===== src/rtl/sram_arbiter_pkg.sv =====
// sram_arbiter_pkg: shared constants for the SRAM-like bus arbiter.
//   req_id_t  - requester identity carried through the outstanding-ID FIFO
//   SIZE_*    - transfer size encodings used on the *_size fields
package sram_arbiter_pkg;

  typedef enum logic {
    ID_INST = 1'b0,
    ID_DATA = 1'b1
  } req_id_t;

  localparam logic [1:0] SIZE_BYTE = 2'd0;
  localparam logic [1:0] SIZE_HALF = 2'd1;
  localparam logic [1:0] SIZE_WORD = 2'd2;

endpackage


===== src/rtl/sram_arbiter_if.sv =====
// sram_arbiter_if: one SRAM-like port (request channel + response channel).
//   master: drives req/wr/size/wstrb/addr/wdata, receives addr_ok/data_ok/rdata
//   slave : the opposite direction
interface sram_arbiter_if;
  logic        req;
  logic        wr;
  logic [1:0]  size;
  logic [3:0]  wstrb;
  logic [31:0] addr;
  logic [31:0] wdata;
  logic        addr_ok;
  logic        data_ok;
  logic [31:0] rdata;

  modport master (
    output req, wr, size, wstrb, addr, wdata,
    input  addr_ok, data_ok, rdata
  );

  modport slave (
    input  req, wr, size, wstrb, addr, wdata,
    output addr_ok, data_ok, rdata
  );
endinterface


===== src/rtl/sram_arbiter_id_fifo.sv =====
// arb_id_fifo: FIFO of 1-bit requester IDs for accepted-but-unanswered
// transactions.
//   clk, resetn       clock, async active-low reset (empties the FIFO)
//   push_i, push_id_i write an ID (ignored when full)
//   pop_i             drop the head entry (ignored when empty)
//   full_o, empty_o   occupancy flags
//   head_o            oldest outstanding ID
// DEPTH must be a power of two so pointers wrap naturally.
module arb_id_fifo #(
  parameter int unsigned DEPTH = 4
) (
  input  logic clk,
  input  logic resetn,
  input  logic push_i,
  input  logic push_id_i,
  input  logic pop_i,
  output logic full_o,
  output logic empty_o,
  output logic head_o
);
  localparam int unsigned PW = $clog2(DEPTH);
  localparam int unsigned CW = PW + 1;
  localparam logic [CW-1:0] FULL_CNT = CW'(DEPTH);

  logic [DEPTH-1:0] id_q;
  logic [PW-1:0]    wr_ptr_q, rd_ptr_q;
  logic [CW-1:0]    count_q;
  logic             push_ok, pop_ok;

  assign full_o  = (count_q == FULL_CNT);
  assign empty_o = (count_q == '0);
  assign head_o  = id_q[rd_ptr_q];
  assign push_ok = push_i & ~full_o;
  assign pop_ok  = pop_i & ~empty_o;

  always_ff @(posedge clk or negedge resetn) begin
    if (!resetn) begin
      id_q     <= '0;
      wr_ptr_q <= '0;
      rd_ptr_q <= '0;
      count_q  <= '0;
    end else begin
      if (push_ok) begin
        id_q[wr_ptr_q] <= push_id_i;
        wr_ptr_q       <= wr_ptr_q + 1'b1;
      end
      if (pop_ok) begin
        rd_ptr_q <= rd_ptr_q + 1'b1;
      end
      case ({push_ok, pop_ok})
        2'b10:   count_q <= count_q + 1'b1;
        2'b01:   count_q <= count_q - 1'b1;
        default: count_q <= count_q;
      endcase
    end
  end
endmodule


===== src/rtl/sram_arbiter.sv =====
// sram_arbiter: merges an instruction and a data SRAM-like port onto one
// downstream SRAM-like port.
//   clk, resetn  clock, async active-low reset
//   inst (slave) instruction requester
//   data (slave) data requester
//   mem  (master) downstream memory
// The winner's request fields reach mem combinationally (no added latency).
// A stalled request (mem_addr_ok=0) locks the grant until accepted. Accepted
// transactions record their requester ID in arb_id_fifo so responses are
// routed back in acceptance order.
// Build option: define SRAM_ARB_ROUND_ROBIN_EN for alternating priority when
// both ports request; otherwise data always beats inst.
import sram_arbiter_pkg::*;

module sram_arbiter #(
  parameter int unsigned OUTSTANDING_DEPTH = 4
) (
  input  logic           clk,
  input  logic           resetn,
  sram_arbiter_if.slave  inst,
  sram_arbiter_if.slave  data,
  sram_arbiter_if.master mem
);
  typedef enum logic {
    ST_IDLE = 1'b0,
    ST_HOLD = 1'b1
  } state_t;

  state_t  state_q, state_d;
  req_id_t owner_q, owner_d;
`ifdef SRAM_ARB_ROUND_ROBIN_EN
  req_id_t prio_q, prio_d;
`endif

  req_id_t gnt_id;
  logic    gnt_req;
  logic    push, pop;
  logic    fifo_full, fifo_empty, fifo_head;

  // Grant selection: HOLD keeps the locked owner regardless of priority.
  always_comb begin
    gnt_id  = ID_DATA;
    gnt_req = 1'b0;
    if (state_q == ST_HOLD) begin
      gnt_id  = owner_q;
      gnt_req = (owner_q == ID_DATA) ? data.req : inst.req;
    end else begin
      gnt_req = inst.req | data.req;
      if (inst.req && data.req) begin
`ifdef SRAM_ARB_ROUND_ROBIN_EN
        gnt_id = prio_q;
`else
        gnt_id = ID_DATA;
`endif
      end else if (inst.req) begin
        gnt_id = ID_INST;
      end else begin
        gnt_id = ID_DATA;
      end
    end
  end

  assign mem.req   = resetn & gnt_req & ~fifo_full;
  assign mem.wr    = (gnt_id == ID_DATA) ? data.wr    : inst.wr;
  assign mem.size  = (gnt_id == ID_DATA) ? data.size  : inst.size;
  assign mem.wstrb = (gnt_id == ID_DATA) ? data.wstrb : inst.wstrb;
  assign mem.addr  = (gnt_id == ID_DATA) ? data.addr  : inst.addr;
  assign mem.wdata = (gnt_id == ID_DATA) ? data.wdata : inst.wdata;

  assign push         = mem.req & mem.addr_ok;
  assign inst.addr_ok = push & (gnt_id == ID_INST);
  assign data.addr_ok = push & (gnt_id == ID_DATA);

  // Responses with no outstanding ID are dropped silently.
  assign pop          = mem.data_ok & ~fifo_empty;
  assign inst.data_ok = pop & (fifo_head == ID_INST);
  assign data.data_ok = pop & (fifo_head == ID_DATA);
  assign inst.rdata   = mem.rdata;
  assign data.rdata   = mem.rdata;

  // A pending but unaccepted request (stall or FIFO full) locks the grant.
  always_comb begin
    state_d = ST_IDLE;
    owner_d = owner_q;
    if (gnt_req && !push) begin
      state_d = ST_HOLD;
      owner_d = gnt_id;
    end
  end

`ifdef SRAM_ARB_ROUND_ROBIN_EN
  always_comb begin
    prio_d = prio_q;
    if (push) begin
      prio_d = (gnt_id == ID_DATA) ? ID_INST : ID_DATA;
    end
  end
`endif

  always_ff @(posedge clk or negedge resetn) begin
    if (!resetn) begin
      state_q <= ST_IDLE;
      owner_q <= ID_DATA;
`ifdef SRAM_ARB_ROUND_ROBIN_EN
      prio_q  <= ID_DATA;
`endif
    end else begin
      state_q <= state_d;
      owner_q <= owner_d;
`ifdef SRAM_ARB_ROUND_ROBIN_EN
      prio_q  <= prio_d;
`endif
    end
  end

  arb_id_fifo #(
    .DEPTH(OUTSTANDING_DEPTH)
  ) u_id_fifo (
    .clk      (clk),
    .resetn   (resetn),
    .push_i   (push),
    .push_id_i(gnt_id),
    .pop_i    (pop),
    .full_o   (fifo_full),
    .empty_o  (fifo_empty),
    .head_o   (fifo_head)
  );
endmodule


===== src/flat_wrapper.sv =====
// flat-port wrapper written by rule: the top's interface ports become plain ports
module sram_arbiter_flat 
#(
  parameter int unsigned OUTSTANDING_DEPTH = 4
)
  (clk, resetn, inst_req, inst_wr, inst_size, inst_wstrb, inst_addr, inst_wdata, inst_addr_ok, inst_data_ok, inst_rdata, data_req, data_wr, data_size, data_wstrb, data_addr, data_wdata, data_addr_ok, data_data_ok, data_rdata, mem_req, mem_wr, mem_size, mem_wstrb, mem_addr, mem_wdata, mem_addr_ok, mem_data_ok, mem_rdata);
  sram_arbiter_if inst_i ();
  sram_arbiter_if data_i ();
  sram_arbiter_if mem_i ();
  input  logic clk;
  input  logic resetn;
  input wire logic [$bits(inst_i.req)-1:0] inst_req;
  input wire logic [$bits(inst_i.wr)-1:0] inst_wr;
  input wire logic [$bits(inst_i.size)-1:0] inst_size;
  input wire logic [$bits(inst_i.wstrb)-1:0] inst_wstrb;
  input wire logic [$bits(inst_i.addr)-1:0] inst_addr;
  input wire logic [$bits(inst_i.wdata)-1:0] inst_wdata;
  output wire logic [$bits(inst_i.addr_ok)-1:0] inst_addr_ok;
  output wire logic [$bits(inst_i.data_ok)-1:0] inst_data_ok;
  output wire logic [$bits(inst_i.rdata)-1:0] inst_rdata;
  input wire logic [$bits(data_i.req)-1:0] data_req;
  input wire logic [$bits(data_i.wr)-1:0] data_wr;
  input wire logic [$bits(data_i.size)-1:0] data_size;
  input wire logic [$bits(data_i.wstrb)-1:0] data_wstrb;
  input wire logic [$bits(data_i.addr)-1:0] data_addr;
  input wire logic [$bits(data_i.wdata)-1:0] data_wdata;
  output wire logic [$bits(data_i.addr_ok)-1:0] data_addr_ok;
  output wire logic [$bits(data_i.data_ok)-1:0] data_data_ok;
  output wire logic [$bits(data_i.rdata)-1:0] data_rdata;
  output wire logic [$bits(mem_i.req)-1:0] mem_req;
  output wire logic [$bits(mem_i.wr)-1:0] mem_wr;
  output wire logic [$bits(mem_i.size)-1:0] mem_size;
  output wire logic [$bits(mem_i.wstrb)-1:0] mem_wstrb;
  output wire logic [$bits(mem_i.addr)-1:0] mem_addr;
  output wire logic [$bits(mem_i.wdata)-1:0] mem_wdata;
  input wire logic [$bits(mem_i.addr_ok)-1:0] mem_addr_ok;
  input wire logic [$bits(mem_i.data_ok)-1:0] mem_data_ok;
  input wire logic [$bits(mem_i.rdata)-1:0] mem_rdata;
  assign inst_i.req = inst_req;
  assign inst_i.wr = inst_wr;
  assign inst_i.size = inst_size;
  assign inst_i.wstrb = inst_wstrb;
  assign inst_i.addr = inst_addr;
  assign inst_i.wdata = inst_wdata;
  assign inst_addr_ok = inst_i.addr_ok;
  assign inst_data_ok = inst_i.data_ok;
  assign inst_rdata = inst_i.rdata;
  assign data_i.req = data_req;
  assign data_i.wr = data_wr;
  assign data_i.size = data_size;
  assign data_i.wstrb = data_wstrb;
  assign data_i.addr = data_addr;
  assign data_i.wdata = data_wdata;
  assign data_addr_ok = data_i.addr_ok;
  assign data_data_ok = data_i.data_ok;
  assign data_rdata = data_i.rdata;
  assign mem_req = mem_i.req;
  assign mem_wr = mem_i.wr;
  assign mem_size = mem_i.size;
  assign mem_wstrb = mem_i.wstrb;
  assign mem_addr = mem_i.addr;
  assign mem_wdata = mem_i.wdata;
  assign mem_i.addr_ok = mem_addr_ok;
  assign mem_i.data_ok = mem_data_ok;
  assign mem_i.rdata = mem_rdata;
  sram_arbiter #(.OUTSTANDING_DEPTH(OUTSTANDING_DEPTH)) u_core (.clk(clk), .resetn(resetn), .inst(inst_i), .data(data_i), .mem(mem_i));
endmodule

===== config.mk =====
export PLATFORM = sky130hd
export DESIGN_NAME = sram_arbiter_flat
export DESIGN_NICKNAME = d
export VERILOG_FILES = /design/src/rtl/sram_arbiter_pkg.sv /design/src/rtl/sram_arbiter_if.sv /design/src/rtl/sram_arbiter_id_fifo.sv /design/src/rtl/sram_arbiter.sv /design/src/flat_wrapper.sv
export SDC_FILE = /design/constraint.sdc
export NUM_CORES = 1
export LEC_CHECK = 0
export BUFFER_PORTS_ARGS = -buffer_cell sky130_fd_sc_hd__buf_4
export CAP_MARGIN = 20
export CELL_PAD_IN_SITES_DETAIL_PLACEMENT = 0
export CELL_PAD_IN_SITES_GLOBAL_PLACEMENT = 1
export CORE_AREA = 5 5 123 125
export DETAILED_ROUTE_END_ITERATION = 10
export DIE_AREA = 0 0 128 130
export PLACE_DENSITY = 0.7
export SETUP_SLACK_MARGIN = 0.2
export SYNTH_ARGS = -nofsm -noshare
export SYNTH_HDL_FRONTEND = slang
export SYNTH_HIERARCHICAL = 1
export SYNTH_SLANG_ARGS = --single-unit
export TNS_END_PERCENT = 1

===== constraint.sdc =====
create_clock -name clk -period 2.8 [get_ports clk]
set_input_delay 0 -clock clk [delete_from_list [all_inputs] [get_ports clk]]
set_output_delay 0 -clock clk [all_outputs]
set_load 0.03 [all_outputs]

Word-level counts from Yosys, hierarchy flattened. Index checks and enable logic that the tools add are counted.

Add/sub/neg operators: 4. Reductions and logical operators: 6. Bitwise logic cells: 15. Mux-type cells: 17. Magnitude comparators: 3. Equal/unequal tests: 3.

Operator list (count): two-way mux 32 bit (2); AND 1 bit (10); two-way mux 1 bit (9); < comparator 2 x 3 -> 1 bit (second input constant) (2); case mux 3 bit (2 select lines) (1); adder 2 x 1 -> 2 bit (second input constant) (2); bitwise mux 4 bit (1); two-way mux 4 bit (1); NOT 1 bit (4); adder 3 x 1 -> 3 bit (second input constant) (1); equality test 3 bit (second input constant) (1); logical AND 1 bit (3); zero test 3 bit (1); subtractor 3 x 1 -> 3 bit (second input constant) (1); binary-select mux 1 bit (select 2 bit) (1); demux 1 bit (select 2 bit) (1); equality test 2 x 1 -> 1 bit (second input constant) (1); equality test 2 bit (second input constant) (1); >= comparator 2 x 1 -> 1 bit (second input constant) (1); two-way mux 2 bit (1); nonzero test 2 bit (1); zero test 1 bit (1); OR 1 bit (1).

Logic and storage cells: 54. Register bits after elaboration: 13.

Logic depth before layout (Yosys ltp).
Depth after elaboration: 8. Mapped depth: 11.

By module. Netlist, hierarchy kept.

Modules (own cells, without submodules): sram_arbiter (area each 1546.5 um^2, sequential area each 51.3 um^2, cells each 164, times used 1); arb_id_fifo (area each 605.6 um^2, sequential area each 275.3 um^2, cells each 54, times used 1).

Least setup slack after synthesis. Ideal clock, no wire load.

Path kind: reg2reg. Start point: register u_core.u_id_fifo.count_q[2]. End point: register u_core.u_id_fifo.count_q[2]. Setup time: 0.125 ns. Path buffers: 1. Stages on the path, launching flop included: 12. Setup slack: 0.449 ns. Arrival: 2.226 ns. Cell sequence: dfrtp_1 nor3b_4 and3b_1 nor3b_1 nand2b_1 buf_6 ha_1 inv_1 fa_1 xor2_1 nor2_1 xor2_1.

Longest elaborated chain between the ends: 7. Elaborated cells between the ends (all ways): 15.

RTL lines: start, declared (line sram_arbiter_id_fifo.sv:27) `logic [CW-1:0] count_q;`; start signal, assigned (line sram_arbiter_id_fifo.sv:51) `2'b10: count_q <= count_q + 1'b1;`; start signal, assigned (line sram_arbiter_id_fifo.sv:52) `2'b01: count_q <= count_q - 1'b1;`; start signal, assigned (line sram_arbiter_id_fifo.sv:53) `default: count_q <= count_q;`; equality test 3 bit (*) (line sram_arbiter_id_fifo.sv:30) `assign full_o = (count_q == FULL_CNT);`; named net u_core.fifo_full (line sram_arbiter.sv:38) `logic fifo_full, fifo_empty, fifo_head;`; NOT 1 bit (*) (line sram_arbiter.sv:63) `assign mem.req = resetn & gnt_req & ~fifo_full;`; AND 1 bit (*) (line sram_arbiter.sv:63); AND 1 bit (*) (line sram_arbiter.sv:70) `assign push = mem.req & mem.addr_ok;`; named net u_core.push (line sram_arbiter.sv:37) `logic push, pop;`; AND 1 bit (*) (line sram_arbiter_id_fifo.sv:33) `assign push_ok = push_i & ~full_o;`; equality test 2 x 1 -> 1 bit or equality test 2 bit (tied branches) (line sram_arbiter_id_fifo.sv:50) `case ({push_ok, pop_ok})`; case mux 3 bit (2 select lines) or nonzero test 2 bit (tied branches).

Mark *: on every way through the listed nets, which the timed path passes. The rest lies on a longest branch. A chain may end at the register's enable or synchronous reset.

Final worst setup path.
Start point: register u_core.u_id_fifo.count_q[0]. End point: register u_core.u_id_fifo.count_q[2].

The elaborated chain is that of the path after synthesis.

==> impl_metrics.csv <==
group,metric,value,unit
run_status,outcome,"completed",
place,gp_congestion,0.800,
routing,vias_per_cell,3.80,
die,io_pins,320,
sta,slew_headroom,0.634,
yosys,synth_cells,218,
yosys,synth_edf_count,0,
worst_setup_path,endpoint_kind,"flip-flop",
global_route,antenna_found_initial,0,
yosys,synth_top_family_by_area,"multiplexers",
sta,setup_slack,0.341,ns
die,coreArea,0.0138,mm^2
routing,vias,2133,
sta,slew_viol_final,0,
sta,setup_viol,0,
worst_setup_path,slowest_stage,"dfrtp_2",
routing,drc,0,
worst_setup_path,path_class,"reg2reg",
global_route,grtUsageTotal,0.0981,
global_route,grt_max_degree,33,
die,die_y,130,um
worst_setup_path,cp-start-kind,"flip-flop",
finish,layout-drive-gt1-share,0.791,
clocking,clock_sinks,13,
clocking,clock_latency,0.24,ns
worst_setup_path,crit_start,"u_core/u_id_fifo/count_q[0]",
sta,finClkSkew,0.00137,ns
die,rows,43,
worst_setup_path,cp.arrival,2.62,ns
die,die_x,128,um
worst_setup_path,cp_max_fo,6,
clocking,clk_path_buf_depth,2,
run,maxCapViolCount,0,
global_route,grt.overflow.total,0,
finish,fillCellCount,1457,
sta,fmax,407,MHz
yosys,syn-num-nets,404,
yosys,avgSynthCellArea,9.87,um^2
worst_setup_path,cp.required,2.96,ns
yosys,muxShareOfSynthArea,0.398,
routing,route.detailed.wl_per_inst,17.1,um
routing,drtPass1Iterations,4,
sta,rsz0062_at_grt,"false",
yosys,synth_fa_ha_area_frac,0.0384,
global_route,grt_pass1_vias,2197,
clocking,clk_pin_slew,0.05,ns
clocking,cts_inserted_buffers,3,
die,start_util,0.156,
yosys,yosys.area_share.simple,0.0762,
yosys,ys_seq_elements,13,
power,power_density,716,mW/mm^2
worst_setup_path,cp_top_family,"simple AND/OR/NAND/NOR gates",
worst_setup_path,slowest_delay,0.44,ns
finish,design_area,0.00364,mm^2
worst_setup_path,crit_chain,"nor3b_4 > and3b_1 > nor3b_1 > buf_4 > nand2b_1 > ha_1 > inv_1 > fa_1 > xor2_1 > nor2_1 > xor2_1",
sta,worst_pin_slew,0.547,ns
yosys,syn_area,0.00215,mm^2
routing,finalWirelength,9610,um
place,dp_hpwl,8480,um
yosys,yosys_warnings,6,
routing,first_iter_violations,75,
sta,setup_tns,0,ns
power,peakVddDrop,0.249,mV
yosys,yosysSeqAreaShare,0.152,
power,leakagePower,0.00179,uW
finish,antenna_cells,0,
yosys,synth_xor_area_frac,0.0244,
yosys,synth-compound-area-share,0.0355,
worst_hold_path,hp-start,"mem_rdata[8]",
sta,hold_viol,0,
finish,multi_input_area,0.00123,mm^2
clocking,htreeDepth,1,
finish,nNetsFinal,569,
yosys,synth-async-reset-ratio,1.00,
place,place_area,0.00355,mm^2
place,pre_cts_slack,0.279,ns
finish,syn_to_final_growth,69.3,%
place,placement.io_buffers,223,
clocking,cts_tree,"done",
sta,fin_crit_sh,0.878,
clocking,cts_root_buf,"clkbuf_16",
worst_setup_path,reg2reg_from,"u_core/u_id_fifo/count_q[0]",
global_route,grt_pass1_wl,12600,um
worst_hold_path,hp-class,"in2out",
worst_setup_path,cp_num_buf_inv,2,
sta,fin_crit,2.46,ns
finish,ff_latch_area,328,um^2
routing,antenna_left,0,
yosys,synth_cell_types,29,
power,p_total,2610,uW
die,die_area,0.0166,mm^2
worst_setup_path,crit_top_cell,"xor2_1",
yosys,synthFlopType,"dfrtp_1",
## metrics by stage
step / instances / util / hold slack, ns
finish: 562 / 0.265 / 0.0000203
detailed placement: 556 / 0.257 / -0.137
global route: 562 / 0.265 / 0.0000730
floorplan: 218 / - / -0.296
CTS: 561 / 0.264 / 0.000299
global placement: 556 / 0.257 / -0.144
## repair_timing
item                                   4_1_cts  5_1_grt
gates resized for setup                      0        1
hold buffers                                 1        0
endpoints found under the hold margin       13        0
setup endpoints to repair                    0        1
buffers inserted                             0        1
## layout make-up
class                      instances  area share
sequential                        13      0.0900
clock buffer                       4      0.0216
timing repair buffer             232       0.482
tap                              180      0.0618
multi-input combinational        127       0.338
inverter                           6     0.00618
## metal layers
layer | routed length (um) | GRT usage | vias up
met5 | 0 | 0 | -
met4 | 55 | 0.0150 | 0
li1 | - | - | 1012
met2 | 4490 | 0.155 | 176
met3 | 1420 | 0.0532 | 8
met1 | 3650 | 0.121 | 937
## cell usage after synthesis (2+ instances only)
| library cell | instances | area, um^2 |
|---|---|---|
| xnor2_1 | 3 | 26.3 |
| o21ai_0 | 10 | 50.1 |
| mux2i_1 | 2 | 20.0 |
| xor2_1 | 3 | 26.3 |
| nor3_1 | 2 | 10.0 |
| nor2b_1 | 2 | 12.5 |
| nor2_1 | 2 | 7.51 |
| dfrtp_1 | 12 | 300 |
| nand2b_1 | 4 | 25.0 |
| buf_4 | 64 | 480 |
| inv_1 | 6 | 22.5 |
| buf_6 | 8 | 90.1 |
| ha_1 | 5 | 62.6 |
| and2_1 | 2 | 12.5 |
| mux2_2 | 61 | 687 |
| mux2_1 | 10 | 113 |
| nand2_1 | 10 | 37.5 |
## placed cells by master, fill, tap and decap left out, drive strengths merged, types with 2 or more instances in the layout
cell and n:
ha 5, nand2b 4, xnor2 3, clkbuf 4, nor2 2, nor2b 2, nand2 10, and2 2
o21ai 11, mux2i 2, dfrtp 12, nor3 2, xor2 3, buf 231, nor3b 2, mux2 72
inv 6
## sequential cells by signal (all words and copies together), names as in the netlist
signal / cells
u_core/u_id_fifo/id_q: 4
u_core/u_id_fifo/rd_ptr_q: 2
u_core/u_id_fifo/count_q: 3
u_core/u_id_fifo/wr_ptr_q: 2
u_core/state_q: 1
u_core/owner_q: 1
## path summary, 6_finish.rpt
path | to | slack [ns] | cells after the start
worst min-delay path | inst_rdata[8] | 0.00002 | 0
worst min register to register | u_core/u_id_fifo/rd_ptr_q[1] | 0.49 | 1
min in group asynchronous | u_core/u_id_fifo/id_q[3] | 0.16 | 2
worst max register to register | u_core/u_id_fifo/count_q[2] | 0.34 | 11
worst max-delay path | u_core/u_id_fifo/count_q[2] | 0.34 | 11
max in group asynchronous | u_core/owner_q | 2.40 | 2
## cell families after synthesis
logic type,after synthesis
adders and majority gates,6
buffers and inverters,78
and+or+nand+nor,28
muxes,75
xor gates and xnor gates,6
DFF,13
AOI/OAI and AO/OA,12
## where the power goes
group | internal, uW | switching [uW] | leakage [uW]
registers | 287 | 92.5 | 0.000153
logic | 913 | 1040 | 0.00159
clock network | 192 | 80.4 | 0.0000382
Power figures use the tool's default switching activity.
